$ cat src/rtl/compare_arbiter.sv
// Round-robin arbiter sharing one registered WIDTH-bit comparator among NREQ req/ack clients.
// Three cycles per transaction; define COMPARE_SIGNED_EN for two's-complement ordering flags.
module compare_arbiter #(
  parameter int WIDTH = 8,
  parameter int NREQ  = 4,
  parameter int IDW   = 2
) (
  input  logic                  clk,
  input  logic                  rst,
  input  logic [NREQ-1:0]       req,
  input  logic [NREQ*WIDTH-1:0] a_in,
  input  logic [NREQ*WIDTH-1:0] b_in,
  output logic [NREQ-1:0]       ack,
  output logic                  valid,
  output logic [IDW-1:0]        result_id,
  output logic                  eq,
  output logic                  neq,
  output logic                  lt,
  output logic                  lte,
  output logic                  gt,
  output logic                  gte,
  output logic                  busy
);

  typedef enum logic [1:0] {IDLE, COMPARE, RESPOND} state_t;

  state_t           r_state;
  logic [IDW-1:0]   r_ptr;
  logic [IDW-1:0]   r_id;
  logic [WIDTH-1:0] r_a;
  logic [WIDTH-1:0] r_b;
  logic [NREQ-1:0]  r_ack;
  logic             r_valid;
  logic [IDW-1:0]   r_rid;
  logic [5:0]       r_flags;

  logic             w_gnt_vld;
  logic [IDW-1:0]   w_gnt_idx;
  int               w_best;
  logic [WIDTH-1:0] w_a_sel;
  logic [WIDTH-1:0] w_b_sel;
  logic             w_eq;
  logic             w_lt;

  // Winner is the requester with the smallest circular distance from the pointer.
  always_comb begin
    w_gnt_vld = |req;
    w_gnt_idx = '0;
    w_best    = NREQ;
    for (int j = 0; j < NREQ; j++) begin
      if (req[j] && (((j + NREQ - int'(r_ptr)) % NREQ) < w_best)) begin
        w_best    = (j + NREQ - int'(r_ptr)) % NREQ;
        w_gnt_idx = IDW'(j);
      end
    end
  end

  always_comb begin
    w_a_sel = '0;
    w_b_sel = '0;
    for (int j = 0; j < NREQ; j++) begin
      if (IDW'(j) == w_gnt_idx) begin
        w_a_sel = a_in[j*WIDTH +: WIDTH];
        w_b_sel = b_in[j*WIDTH +: WIDTH];
      end
    end
  end

  assign w_eq = (r_a == r_b);
`ifdef COMPARE_SIGNED_EN
  assign w_lt = ($signed(r_a) < $signed(r_b));
`else
  assign w_lt = (r_a < r_b);
`endif

  always_ff @(posedge clk or posedge rst) begin
    if (rst) begin
      r_state <= IDLE;
      r_ptr   <= '0;
      r_id    <= '0;
      r_a     <= '0;
      r_b     <= '0;
      r_ack   <= '0;
      r_valid <= 1'b0;
      r_rid   <= '0;
      r_flags <= '0;
    end else begin
      r_ack   <= '0;
      r_valid <= 1'b0;
      case (r_state)
        IDLE: begin
          if (w_gnt_vld) begin
            r_a     <= w_a_sel;
            r_b     <= w_b_sel;
            r_id    <= w_gnt_idx;
            r_state <= COMPARE;
          end
        end
        COMPARE: begin
          // Flag order: eq, neq, lt, lte, gt, gte
          r_flags <= {w_eq, !w_eq, w_lt, (w_lt | w_eq), !(w_lt | w_eq), !w_lt};
          r_rid   <= r_id;
          r_state <= RESPOND;
        end
        RESPOND: begin
          r_ack   <= {{(NREQ-1){1'b0}}, 1'b1} << r_id;
          r_valid <= 1'b1;
          r_ptr   <= (r_id == IDW'(NREQ-1)) ? '0 : r_id + IDW'(1);
          r_state <= IDLE;
        end
        default: r_state <= IDLE;
      endcase
    end
  end

  assign ack       = r_ack;
  assign valid     = r_valid;
  assign result_id = r_rid;
  assign eq        = r_flags[5];
  assign neq       = r_flags[4];
  assign lt        = r_flags[3];
  assign lte       = r_flags[2];
  assign gt        = r_flags[1];
  assign gte       = r_flags[0];
  assign busy      = (r_state != IDLE);

endmodule

$ cat config.mk
export PLATFORM = sky130hd
export DESIGN_NAME = compare_arbiter
export DESIGN_NICKNAME = d
export VERILOG_FILES = /design/src/rtl/compare_arbiter.sv
export SDC_FILE = /design/constraint.sdc
export NUM_CORES = 1
export LEC_CHECK = 0
export ABC_AREA = 1
export BUFFER_PORTS_ARGS = -buffer_cell sky130_fd_sc_hd__buf_2
export CORE_MARGIN = 5
export CORE_UTILIZATION = 40
export DETAILED_ROUTE_END_ITERATION = 10
export HOLD_SLACK_MARGIN = 0.15
export PLACE_DENSITY = 0.78
export SLEW_MARGIN = 20
export SYNTH_ARGS = -nofsm -noshare
export SYNTH_HDL_FRONTEND = slang
export SYNTH_SLANG_ARGS = --single-unit
$ cat constraint.sdc
create_clock -name clk -period 3.7 [get_ports clk]
set_input_delay 0.74 -clock clk [delete_from_list [all_inputs] [get_ports clk]]
set_output_delay 0.74 -clock clk [all_outputs]
set_load 0.005 [all_outputs]
==> results of run 1 <==
power by group:
group,total [mW],internal (mW),switching (mW)
combinational,1.40,0.512,0.889
clock,0.245,0.125,0.120
sequential,0.655,0.562,0.0932
total,2.30,1.20,1.10
flip-flops by register name, summed over array words and instances, names as in the netlist:
signal / cells
r_a: 8
r_b: 8
r_flags: 6
ack: 4
r_id: 2
r_ptr: 2
r_state: 2
result_id: 2
valid: 1
stage by stage:
stage	utilization, %	instance area [sq um]
final	50.9	2790
after global routing	50.9	2790
after CTS	50.9	2780
after detailed placement	49.5	2710
after global placement	49.5	2710
after floorplan	-	2240
how the worst max path moves through the flow:
stage               slack (ns)     start  endpoint  depth (start not counted)
finish                    0.44    req[0]    r_b[2]                         22
global route              0.06  r_ptr[1]    r_b[2]                         23
CTS                       0.39    req[0]    r_a[0]                         20
detailed placement        0.09    req[0]    r_b[2]                         20
global placement          0.25    req[0]    r_b[0]                         20
floorplan                 0.25    req[1]    r_b[0]                         24
metal layers:
metal | GRT usage (%) | vias to the layer above | routed length, um
li1 | - | 1181 | -
met1 | 19.2 | 979 | 2370
met2 | 27.0 | 73 | 2640
met3 | 3.59 | 6 | 347
met4 | 5.18 | 0 | 82
met5 | 0 | - | 0
cells in the mapped netlist:
cell	number
a21oi_1	6
buf_2	4
buf_4	1
buf_6	2
clkbuf_1	4
dfrtp_1	35
ha_1	14
inv_1	36
inv_2	4
nand2_1	108
nand2_2	1
nand3_1	27
nand3_2	1
nand3_4	1
nand4_1	11
nor2_1	45
nor2_2	2
o211ai_1	2
o21a_1	1
o21ai_0	12
o21ai_1	1
o21ai_2	1
o22ai_1	1
o311ai_0	1
xnor2_1	1
worst max-delay path, delay by kind of cell:
kind                     cells  cell delay (ns)
AO/OA/AOI/OAI                3             0.54
adder cells (fa/ha/maj)      2             0.56
buffers and inverters        4             0.40
AND/OR/NAND/NOR             13             1.24
layout make-up:
cell class / count / area (sq um) / area share (%)
clock buffer: 6 / 72.6 / 2.60
multi-input combinational: 236 / 1150 / 41.4
timing repair buffer: 87 / 445 / 16.0
tap: 72 / 90.1 / 3.23
inverter: 40 / 150 / 5.39
sequential: 35 / 876 / 31.4
logic make-up after synthesis:
kind of cell / after synthesis / share of synthesized area, %
xor gates and xnor gates: 1 / 0.391
adders and majority gates: 14 / 7.82
DFF: 35 / 39.1
buffers and inverters: 51 / 9.60
and+or+nand+nor: 196 / 36.8
AOI/OAI and AO/OA: 25 / 6.31
==> summary.md, run 1 <==
| Metric | Value |
|---|---|
| Tot Pwr | `2.30 mW` |
| Detailed Route Iter0 Violations | `133` |
| Global Route Usage Sum | `15.6%` |
| Commonest cells after routing, fill and taps aside | `nand2_1 (108), buf_2 (83), nor2_1 (44)` |
| Critical path capture point type | `register` |
| Synthesized cell area | `2240 sq um` |
| Clock network latency to the later pin of the worst-skew pair | `0.28 ns` |
| Post-layout nets | `around 490` |
| Final Hold Vio Count | `0` |
| Worst R2R End | `r_b[2]` |
| Setup Viol. Count Final | `0` |
| Distinct cells, synth | `25` |
| Most frequent CP cell | `nand2_1` |
| RSZ-0062 raised after global routing | `false` |
| Clk sinks | `35` |
| Die width | `around 85 um` |
| Routed WL | `approximately 5.4 mm` |
| Total of cells resized after clock tree synthesis | `0` |
| Maximum vdd ir drop | `0.000401 V` |
| Standard-cell rows | `27` |
| Detail-routed net length per standard cell | `approximately 11 um` |
| Type of the worst setup path | `in2reg` |
| # DRC | `0` |
| Power density relative to cell area | `826 nW/um^2` |
| Worst-case setup margin in the final layout | `0.444 ns` |
| Worst Path Required | `3.92 ns` |
| Flop-to-flop setup slack | `between 0.4 and 0.5 ns` |
| Achievable clock frequency | `307 MHz` |
| Reported leakage power | `approximately 1.6 nW` |
| Syn. warnings | `0` |
| Share of final-layout standard cells stronger than drive strength 1 | `25.7%` |
| Via Count | `2,239` |
| Area growth from synthesis to layout | `24.3%` |
| Total CTS buffers | `5` |
| Post-route non-filler standard cell count | `476` |
| Worst hold path cell count | `2` |
| Maximum net fanout on the critical path | `11` |
| Tightest slew margin relative to the limit | `60.9%` |
| Total count of max-transition violations in the final report | `0` |
| Wire length of the first global-routing pass | `9.19 mm` |
| Weighted congestion at the end of routability-driven global placement | `0.823` |
| Tightest hold margin | `0.480 ns` |
| Via/cell ratio | `roughly 4.7` |
| Sequential fraction of the synthesis area | `39.1%` |
| Antenna viol nets, final | `0` |
| Number of antenna violations at the first check in global routing | `0` |
| CTS max path bufs | `2` |
| Initial core utilization | `about two fifths` |
| Startpoint of the lowest-slack hold path | `r_flags[2]` |
| Least-Margin Pin Slew | `0.586 ns` |
| Fillers | `552` |
| Mapped Avg Cell Area | `6.96 sq um` |
| Net Count, Synth | `406` |
| Cell count after placement | `470` |
| Max-Cap Viols | `0` |
| Setup TNS Final | `0 ns` |
| Startpoint class of the critical path | `input pin` |
| Flip-flop and latch count after synthesis | `35` |
| Post-synth top area cell | `dfrtp_1` |
| Worst Setup Slack post-DPL | `about 0.095 ns` |
| Worst min-delay path endpoint | `r_flags[2]` |
| Leading cell type in the layout, fill and taps excluded | `nand2_1` |
| Ports placed on the boundary | `84` |
| Worst path slowest cell | `ha_1` |
| Cells along the critical path | `buf_2 -> a21oi_1 -> inv_1 -> o21ai_0 -> ha_1 -> inv_1 -> nor2_1 -> nand2_1 -> nand3_2 -> nand2_1 -> o21ai_0 -> ha_1 -> inv_1 -> nor2_1 -> nand2_2 -> nand3_4 -> nand2_1 -> nor2_2 -> nand2_1 -> nand2_1 -> nand2_1 -> nand2_1` |
| Placeable Area | `about 5500 sq um` |
| Synth top area share | `39.1%` |
| Global route overflow | `0` |
| Setup Skew | `between 0.004 and 0.005 ns` |
| Largest net degree at the start of global routing | `30` |
| Clk slew on worst S/H paths | `0.06 ns` |
| Crit path time final | `3.26 ns` |
| H-tree lvl count | `2` |
| Top area cells in the synthesized netlist | `dfrtp_1 (39%), nand2_1 (18%), ha_1 (7.8%), nor2_1 (7.5%), inv_1 (6.0%)` |
| Die Area | `just over 7000 sq um` |
| Arrival time at the worst endpoint | `3.48 ns` |
| HPWL reported at the end of detailed placement | `4.41 mm` |
| Crit share post-route | `88.0%` |
| Buffers inserted during post-CTS setup optimization | `0` |
| Class of the worst hold path | `reg2reg` |
| Cts-stage hold buffer count | `0` |
| Clock tree from TritonCTS | `built` |
| Worst Reg-to-Reg Cells | `23` |
| Critical R2R Launch | `r_ptr[1]` |
| Clock root buffer | `clkbuf_8` |
| Post-synthesis cell count | `322` |
| Number of iterations in the first detailed-routing pass | `4` |
| Worst path max stage delay | `0.29 ns` |
| Run status | `complete, no violations` |
| Port Buffer Count | `83` |
| ANT cells | `0` |
| Die H | `84.9 um` |
| Vias in the first global route | `2,128` |
Note: power is estimated with default switching activity, not from simulation.
==> inputs of run 2 (changes only) <==
--- a/config.mk
+++ b/config.mk
@@ -10,6 +10,7 @@
 export CORE_MARGIN = 5
 export CORE_UTILIZATION = 40
 export DETAILED_ROUTE_END_ITERATION = 10
+export GPL_TIMING_DRIVEN = 0
 export HOLD_SLACK_MARGIN = 0.15
 export PLACE_DENSITY = 0.78
 export SLEW_MARGIN = 20
==> summary.md, run 2 (synthesized netlist as in run 1, its figures left out) <==
| Metric | Value |
|---|---|
| Run status | `complete, no violations` |
| Ports placed on the boundary | `84 (unchanged)` |
| Maximum vdd ir drop | `0.000470 V (+17%)` |
| Critical R2R Launch | `r_ptr[1]` |
| Detail-routed net length per standard cell | `11.7 um (+2.4%)` |
| Antenna viol nets, final | `0 (unchanged)` |
| Commonest cells after routing, fill and taps aside | `nand2_1 (107), buf_2 (88), nor2_1 (44)` |
| Clk sinks | `35 (unchanged)` |
| Die Area | `7200 sq um (unchanged)` |
| Setup Viol. Count Final | `0 (unchanged)` |
| ANT cells | `0 (unchanged)` |
| HPWL reported at the end of detailed placement | `4.59 mm (+4.1%)` |
| Via/cell ratio | `4.75 (+1.1%)` |
| Worst hold path cell count | `2 (unchanged)` |
| Total placed instance area | `2750 sq um (+1.3%)` |
| Flop-to-flop setup slack | `0.30 ns (-0.15 ns)` |
| Placeable Area | `5470 sq um (unchanged)` |
| Clk slew on worst S/H paths | `0.07 ns (about the same)` |
| Final design area excluding fillers | `2890 sq um (+3.8%)` |
| Achievable clock frequency | `294 MHz (-4.1%)` |
| Fillers | `555 (+0.54%)` |
| Clock tree from TritonCTS | `built` |
| Cts-stage hold buffer count | `0 (unchanged)` |
| Port Buffer Count | `83 (unchanged)` |
| Power density relative to cell area | `864 nW/um^2 (+4.7%)` |
| Detailed Route Iter0 Violations | `127 (-4.5%)` |
| Via Count | `2,306 (+3.0%)` |
| Weighted congestion at the end of routability-driven global placement | `0.827 (+0.50%)` |
| Share of final-layout standard cells stronger than drive strength 1 | `27.6% (+1.9 points)` |
| Startpoint of the lowest-slack hold path | `r_flags[2]` |
| Die H | `84.9 um (unchanged)` |
| Least-Margin Pin Slew | `0.713 ns (+0.127 ns)` |
| Largest net degree at the start of global routing | `36 (+20%)` |
| Class of the worst hold path | `reg2reg` |
| # DRC | `0 (unchanged)` |
| H-tree lvl count | `2 (unchanged)` |
| Worst R2R End | `r_a[4]` |
| Wire length of the first global-routing pass | `9.53 mm (+3.7%)` |
| Vias in the first global route | `2,213 (+4.0%)` |
| Arrival time at the worst endpoint | `3.57 ns (+0.09 ns)` |
| Setup Skew | `0.00882 ns (+0.00428 ns)` |
| Die width | `84.9 um (unchanged)` |
| Number of antenna violations at the first check in global routing | `0 (unchanged)` |
| Final Hold Vio Count | `0 (unchanged)` |
| Worst Path Required | `3.87 ns (-0.05 ns)` |
| Initial core utilization | `40.9% (unchanged)` |
| End-of-flow core utilization | `52.8% (+1.9 points)` |
| Maximum net fanout on the critical path | `10 (-1)` |
| Crit path time final | `3.40 ns (+0.141 ns)` |
| Post-layout nets | `497 (+1.6%)` |
| Standard-cell rows | `27 (unchanged)` |
| Clock network latency to the later pin of the worst-skew pair | `0.28 ns (about the same)` |
| Number of iterations in the first detailed-routing pass | `5 (+1)` |
| Routed WL | `5.67 mm (+4.3%)` |
| Clock root buffer | `clkbuf_8` |
| Leading cell type in the layout, fill and taps excluded | `nand2_1` |
| Worst Reg-to-Reg Cells | `26 (+13%)` |
| Startpoint class of the critical path | `register` |
| Total CTS buffers | `5 (unchanged)` |
| Global route overflow | `0 (unchanged)` |
| Total count of max-transition violations in the final report | `0 (unchanged)` |
| Worst min-delay path endpoint | `r_flags[2]` |
| Top Registers | `r_a: 8 flops, r_b: 8 flops, r_flags: 6 flops` |
| Crit share post-route | `91.8% (+3.8 points)` |
| Reported leakage power | `1.62 nW (+3.0%)` |
| Tightest slew margin relative to the limit | `52.4% (-8.5 points)` |
| Max-Cap Viols | `0 (unchanged)` |
| Area growth from synthesis to layout | `29.0%` |
| Critical path capture point type | `register` |
| CTS max path bufs | `2 (unchanged)` |
| Type of the worst setup path | `reg2reg` |
| Global Route Usage Sum | `16.0% (+0.36 points)` |
## run 2: worst max-delay path by stage
| stage | from | to | slack [ns] | depth (start not counted) |
|---|---|---|---|---|
| floorplan | req[1] | r_b[0] | 0.25 | 24 |
| finish | r_ptr[1] | r_a[4] | 0.30 | 26 |
| detailed placement | req[0] | r_b[6] | -0.58 | 22 |
| global route | r_ptr[1] | r_a[0] | -0.004 | 26 |
| CTS | r_ptr[1] | r_b[6] | 0.02 | 25 |
| global placement | req[0] | r_b[2] | -0.46 | 22 |
## run 2: cell type report
| type | instances | area [sq um] | share of cell area, % |
|---|---|---|---|
| inverters | 40 | 150 | 5.19 |
| clock buffers | 6 | 72.6 | 2.51 |
| repair buffers | 84 | 423 | 14.6 |
| plain buffers | 11 | 70.1 | 2.42 |
| multi-input cells | 236 | 1180 | 40.8 |
| flip-flops and latches | 35 | 876 | 30.3 |
| clock inverters | 1 | 30.0 | 1.04 |
| well taps | 72 | 90.1 | 3.12 |
## run 2: per-layer routing
layer / part of all wire (%) / wire, um / up-vias / track usage [%]
li1: - / - / 1199 / -
met1: 41 / 2350 / 1020 / 20.0
met2: 50 / 2840 / 82 / 27.5
met3: 7.5 / 426 / 5 / 3.88
met4: 1.0 / 58 / 0 / 4.32
met5: 0 / 0 / - / 0
## run 2: stage by stage
step	hold WS [ns]	setup TNS [ns]	total power [mW]	setup slack, ns	instances
finish	0.474	0	2.50	0.303	485
global route	0.495	-0.00359	2.77	-0.00359	485
CTS	0.483	0	2.49	0.0155	484
detailed placement	0.465	-8.20	2.13	-0.583	477
global placement	0.462	-6.31	2.07	-0.462	477
floorplan	0.459	0	1.74	0.253	322
## run 2: repair_timing
action | CTS | global route
endpoints found under the setup margin | 18 | 18
pin swaps | 0 | 2
gates resized for setup | 6 | 9
endpoints found under the hold margin | 0 | 0
buffers inserted | 0 | 1
## run 2: where the power goes
group          leakage (nW)  internal [mW]  switching [mW]
clock                0.0513          0.197           0.129
combinational          1.15          0.576           0.946
sequential            0.419          0.561          0.0903
## run 2: critical path: stages, from the launching register on
cell	delay (ns)
dfrtp_1	0.43
inv_1	0.11
nand2_1	0.11
a21oi_4	0.20
inv_1	0.06
buf_2	0.18
o21ai_2	0.14
ha_1	0.24
inv_1	0.06
nor2_1	0.04
nand2_1	0.07
nand3_2	0.13
clkbuf_4	0.22
nand2_1	0.07
o21ai_1	0.07
ha_1	0.28
inv_1	0.05
nor2_1	0.04
nand2_2	0.09
nand3_4	0.10
nand2_1	0.09
inv_2	0.07
buf_6	0.14
nand2_1	0.05
nand2_1	0.05
nor2_1	0.14
nor2_1	0.05
==> inputs of run 3 (changes only) <==
--- a/config.mk
+++ b/config.mk
@@ -5,14 +5,14 @@
 export SDC_FILE = /design/constraint.sdc
 export NUM_CORES = 1
 export LEC_CHECK = 0
-export ABC_AREA = 1
+export ABC_AREA = 0
 export BUFFER_PORTS_ARGS = -buffer_cell sky130_fd_sc_hd__buf_2
 export CORE_MARGIN = 5
 export CORE_UTILIZATION = 40
 export DETAILED_ROUTE_END_ITERATION = 10
 export GPL_TIMING_DRIVEN = 0
 export HOLD_SLACK_MARGIN = 0.15
-export PLACE_DENSITY = 0.78
+export PLACE_DENSITY = 0.76
 export SLEW_MARGIN = 20
 export SYNTH_ARGS = -nofsm -noshare
 export SYNTH_HDL_FRONTEND = slang
==> summary.md, run 3 <==
| Metric | Value |
|---|---|
| Run status | `complete, no violations` |
| Share of final-layout standard cells stronger than drive strength 1 | `34.8% (+7.2 points)` |
| Tightest slew margin relative to the limit | `49.3% (-3.1 points)` |
| Top Registers | `r_a: 8 flops, r_b: 8 flops, r_flags: 6 flops` |
| Via/cell ratio | `5.61 (+18%)` |
| Number of antenna violations at the first check in global routing | `0 (unchanged)` |
| Critical path capture point type | `register` |
| Crit share post-route | `95.8% (+4.0 points)` |
| Detailed Route Iter0 Violations | `184 (+45%)` |
| Global Route Usage Sum | `18.0% (+2.1 points)` |
| H-tree lvl count | `2 (unchanged)` |
| Wire length of the first global-routing pass | `12.2 mm (+28%)` |
| Maximum vdd ir drop | `0.000452 V (-3.8%)` |
| Via Count | `2,624 (+14%)` |
| Tightest hold margin | `0.479 ns (+0.00491 ns)` |
| Total placed instance area | `3120 sq um (+14%)` |
| Synthesized cell area | `2620 sq um (+17%)` |
| # DRC | `0 (unchanged)` |
| Area growth from synthesis to layout | `25.2%` |
| Placeable Area | `6350 sq um (+16%)` |
| Worst path slowest cell | `ha_2` |
| Commonest cells after routing, fill and taps aside | `buf_2 (87), dfrtp_1 (35), nand2_1 (34)` |
| Worst path max stage delay | `0.36 ns (-0.07 ns)` |
| Cts-stage hold buffer count | `0 (unchanged)` |
| Sequential fraction of the synthesis area | `33.4% (-5.7 points)` |
| Fillers | `606 (+9.2%)` |
| Total count of max-transition violations in the final report | `0 (unchanged)` |
| Die Area | `8280 sq um (+15%)` |
| Achievable clock frequency | `282 MHz (-4.2%)` |
| Port Buffer Count | `80 (-3.6%)` |
| Type of the worst setup path | `in2reg` |
| Max-Cap Viols | `0 (unchanged)` |
| Top area cells in the synthesized netlist | `dfrtp_1 (33%), o211ai_1 (9.2%), ha_1 (6.7%), nand2_1 (4.9%), inv_1 (3.6%)` |
| Syn. warnings | `0 (unchanged)` |
| Least-Margin Pin Slew | `0.759 ns (+0.0459 ns)` |
| Leading cell type in the layout, fill and taps excluded | `buf_2` |
| Routed WL | `7.49 mm (+32%)` |
| Post-synth top cells | `dfrtp_1 (35), nand2_1 (34), o211ai_1 (32)` |
| Largest net degree at the start of global routing | `36 (unchanged)` |
| Die H | `91.0 um (+7.2%)` |
| Flip-flop and latch count after synthesis | `35 (unchanged)` |
| Clock root buffer | `clkbuf_8` |
| Ports placed on the boundary | `84 (unchanged)` |
| Share of synthesized registers carrying an async set or reset | `100% (unchanged)` |
| Final design area excluding fillers | `3280 sq um (+14%)` |
| Clock network latency to the later pin of the worst-skew pair | `0.29 ns (about the same)` |
| Arrival time at the worst endpoint | `3.71 ns (+0.14 ns)` |
| CTS max path bufs | `2 (unchanged)` |
| Setup Viol. Count Final | `0 (unchanged)` |
| Clk sinks | `35 (unchanged)` |
| Antenna viol nets, final | `0 (unchanged)` |
| Number of iterations in the first detailed-routing pass | `5 (unchanged)` |
| Setup Skew | `0.00384 ns (-0.00498 ns)` |
| Reported leakage power | `1.54 nW (-4.9%)` |
| Weighted congestion at the end of routability-driven global placement | `0.864 (+4.5%)` |
| Die width | `91.0 um (+7.2%)` |
| Worst Path Required | `3.86 ns (about the same)` |
| Detail-routed net length per standard cell | `16.0 um (+37%)` |
| Cells along the critical path | `buf_6 -> inv_1 -> clkbuf_4 -> o21ai_1 -> a32oi_1 -> ha_2 -> o22ai_2 -> o21ai_2 -> buf_6 -> nor2_1 -> a21o_1 -> ha_1 -> and3b_1 -> clkbuf_4 -> a21bo_2 -> buf_4 -> nand4b_1 -> o211ai_1` |
| Distinct cells, synth | `44 (+76%)` |
| Synth top area share | `33.4% (-5.7 points)` |
| Clk slew on worst S/H paths | `0.08 ns (about the same)` |
| Class of the worst hold path | `reg2reg` |
| Clock tree from TritonCTS | `built` |
| Mapped Avg Cell Area | `8.74 sq um (+26%)` |
| Crit path time final | `3.54 ns (+0.147 ns)` |
| Main flop type after synthesis | `dfrtp_1` |
| Power density relative to cell area | `825 nW/um^2 (-4.5%)` |
| Initial core utilization | `41.3% (+0.35 points)` |
| Total CTS buffers | `5 (unchanged)` |
| Startpoint class of the critical path | `input pin` |
| Post-synthesis cell count | `300 (-6.8%)` |
| EDFF count, synth | `0 (unchanged)` |
| Net Count, Synth | `384 (-5.4%)` |
| Worst-case setup margin in the final layout | `0.156 ns (-0.147 ns)` |
| Post-synth top area cell | `dfrtp_1` |
| Post-layout nets | `474 (-4.6%)` |
| Most instantiated library cell after synthesis | `dfrtp_1` |
| Final Hold Vio Count | `0 (unchanged)` |
| ANT cells | `0 (unchanged)` |
| Vias in the first global route | `2,532 (+14%)` |
| HPWL reported at the end of detailed placement | `5.76 mm (+26%)` |
| Global route overflow | `0 (unchanged)` |
| Maximum net fanout on the critical path | `10 (unchanged)` |
| Standard-cell rows | `29 (+7.4%)` |
| Worst Setup Slack post-DPL | `-0.586 ns (-0.00289 ns)` |
run 3: cell types whose count changed after synthesis, moves of 7 or more:
cell and delta:
mux2_2 +8, o211ai_1 +30, nor2_1 -34, inv_1 -11
a21oi_1 +9, nand4b_1 +9, nand2_1 -74, nand3_1 -12
o22ai_1 +7
run 3: final timing paths:
path                       startpoint    endpoint  slack [ns]  depth (start not counted)
setup / recovery               req[0]      r_a[4]        0.16                         18
hold reg to reg            r_flags[5]  r_flags[5]        0.48                          1
hold / removal             r_flags[5]  r_flags[5]        0.48                          1
setup reg to reg             r_ptr[0]      r_a[4]        0.44                         16
min in group asynchronous         rst       valid        0.58                          2
max in group asynchronous         rst      r_b[6]        2.64                          2
run 3: cells by family (layout without fill, tap and decap cells):
group                    Yosys count  in the layout  synth area share [%]
AND/OR/NAND/NOR                  100            100                  20.5
AO/OA/AOI/OAI                     92             92                  25.8
buffers and inverters             50            141                  9.88
flip-flops                        35             35                  33.4
adder cells (fa/ha/maj)           14             14                  6.68
multiplexers                       8              8                  3.44
XOR/XNOR                           1              1                 0.334
run 3: final cells by class:
type / count / area [sq um] / area share (%)
clock buffers: 5 / 68.8 / 2.10
inverters: 25 / 93.8 / 2.86
clock inverters: 3 / 43.8 / 1.33
multi-input cells: 215 / 1500 / 45.8
flip-flops and latches: 35 / 876 / 26.7
plain buffers: 25 / 180 / 5.49
well taps: 77 / 96.3 / 2.93
repair buffers: 83 / 423 / 12.9
run 3: per-layer routing:
metal / GRT usage, % / wire length (um) / part of all wire (%)
met1: 24.7 / 3160 / 42
met2: 29.0 / 3490 / 47
met3: 4.71 / 741 / 9.9
met4: 3.30 / 96 / 1.3
met5: 0 / 0 / 0
run 3: where the power goes:
part | leakage (nW) | total, mW | internal [mW] | switching [mW]
clock | 0.0581 | 0.352 | 0.201 | 0.152
combinational | 1.06 | 1.70 | 0.721 | 0.981
sequential | 0.423 | 0.656 | 0.560 | 0.0963
run 3: timing repair:
item / 4_1_cts / 5_1_grt
resized for setup: 3 / 10
cloned: 0 / 0
buffers inserted: 0 / 3
endpoints found under the setup margin: 16 / 18
pin swaps: 0 / 3
run 3: worst max-delay path: cells and delay by family:
family	cells	cell delay, ns
buffers and inverters	6	0.88
adder cells (fa/ha/maj)	2	0.57
AO/OA/AOI/OAI	7	1.10
AND/OR/NAND/NOR	3	0.40
run 3: metrics by stage:
| stage | total power, mW | util, % | setup TNS [ns] | instances |
|---|---|---|---|---|
| after global placement | 2.23 | 49.2 | -7.48 | 457 |
| final | 2.71 | 51.7 | 0 | 468 |
| after floorplan | 1.85 | - | 0 | 300 |
| after global routing | 2.95 | 51.7 | -0.0412 | 468 |
| after detailed placement | 2.29 | 49.2 | -8.24 | 457 |
| after CTS | 2.65 | 51.1 | 0 | 465 |
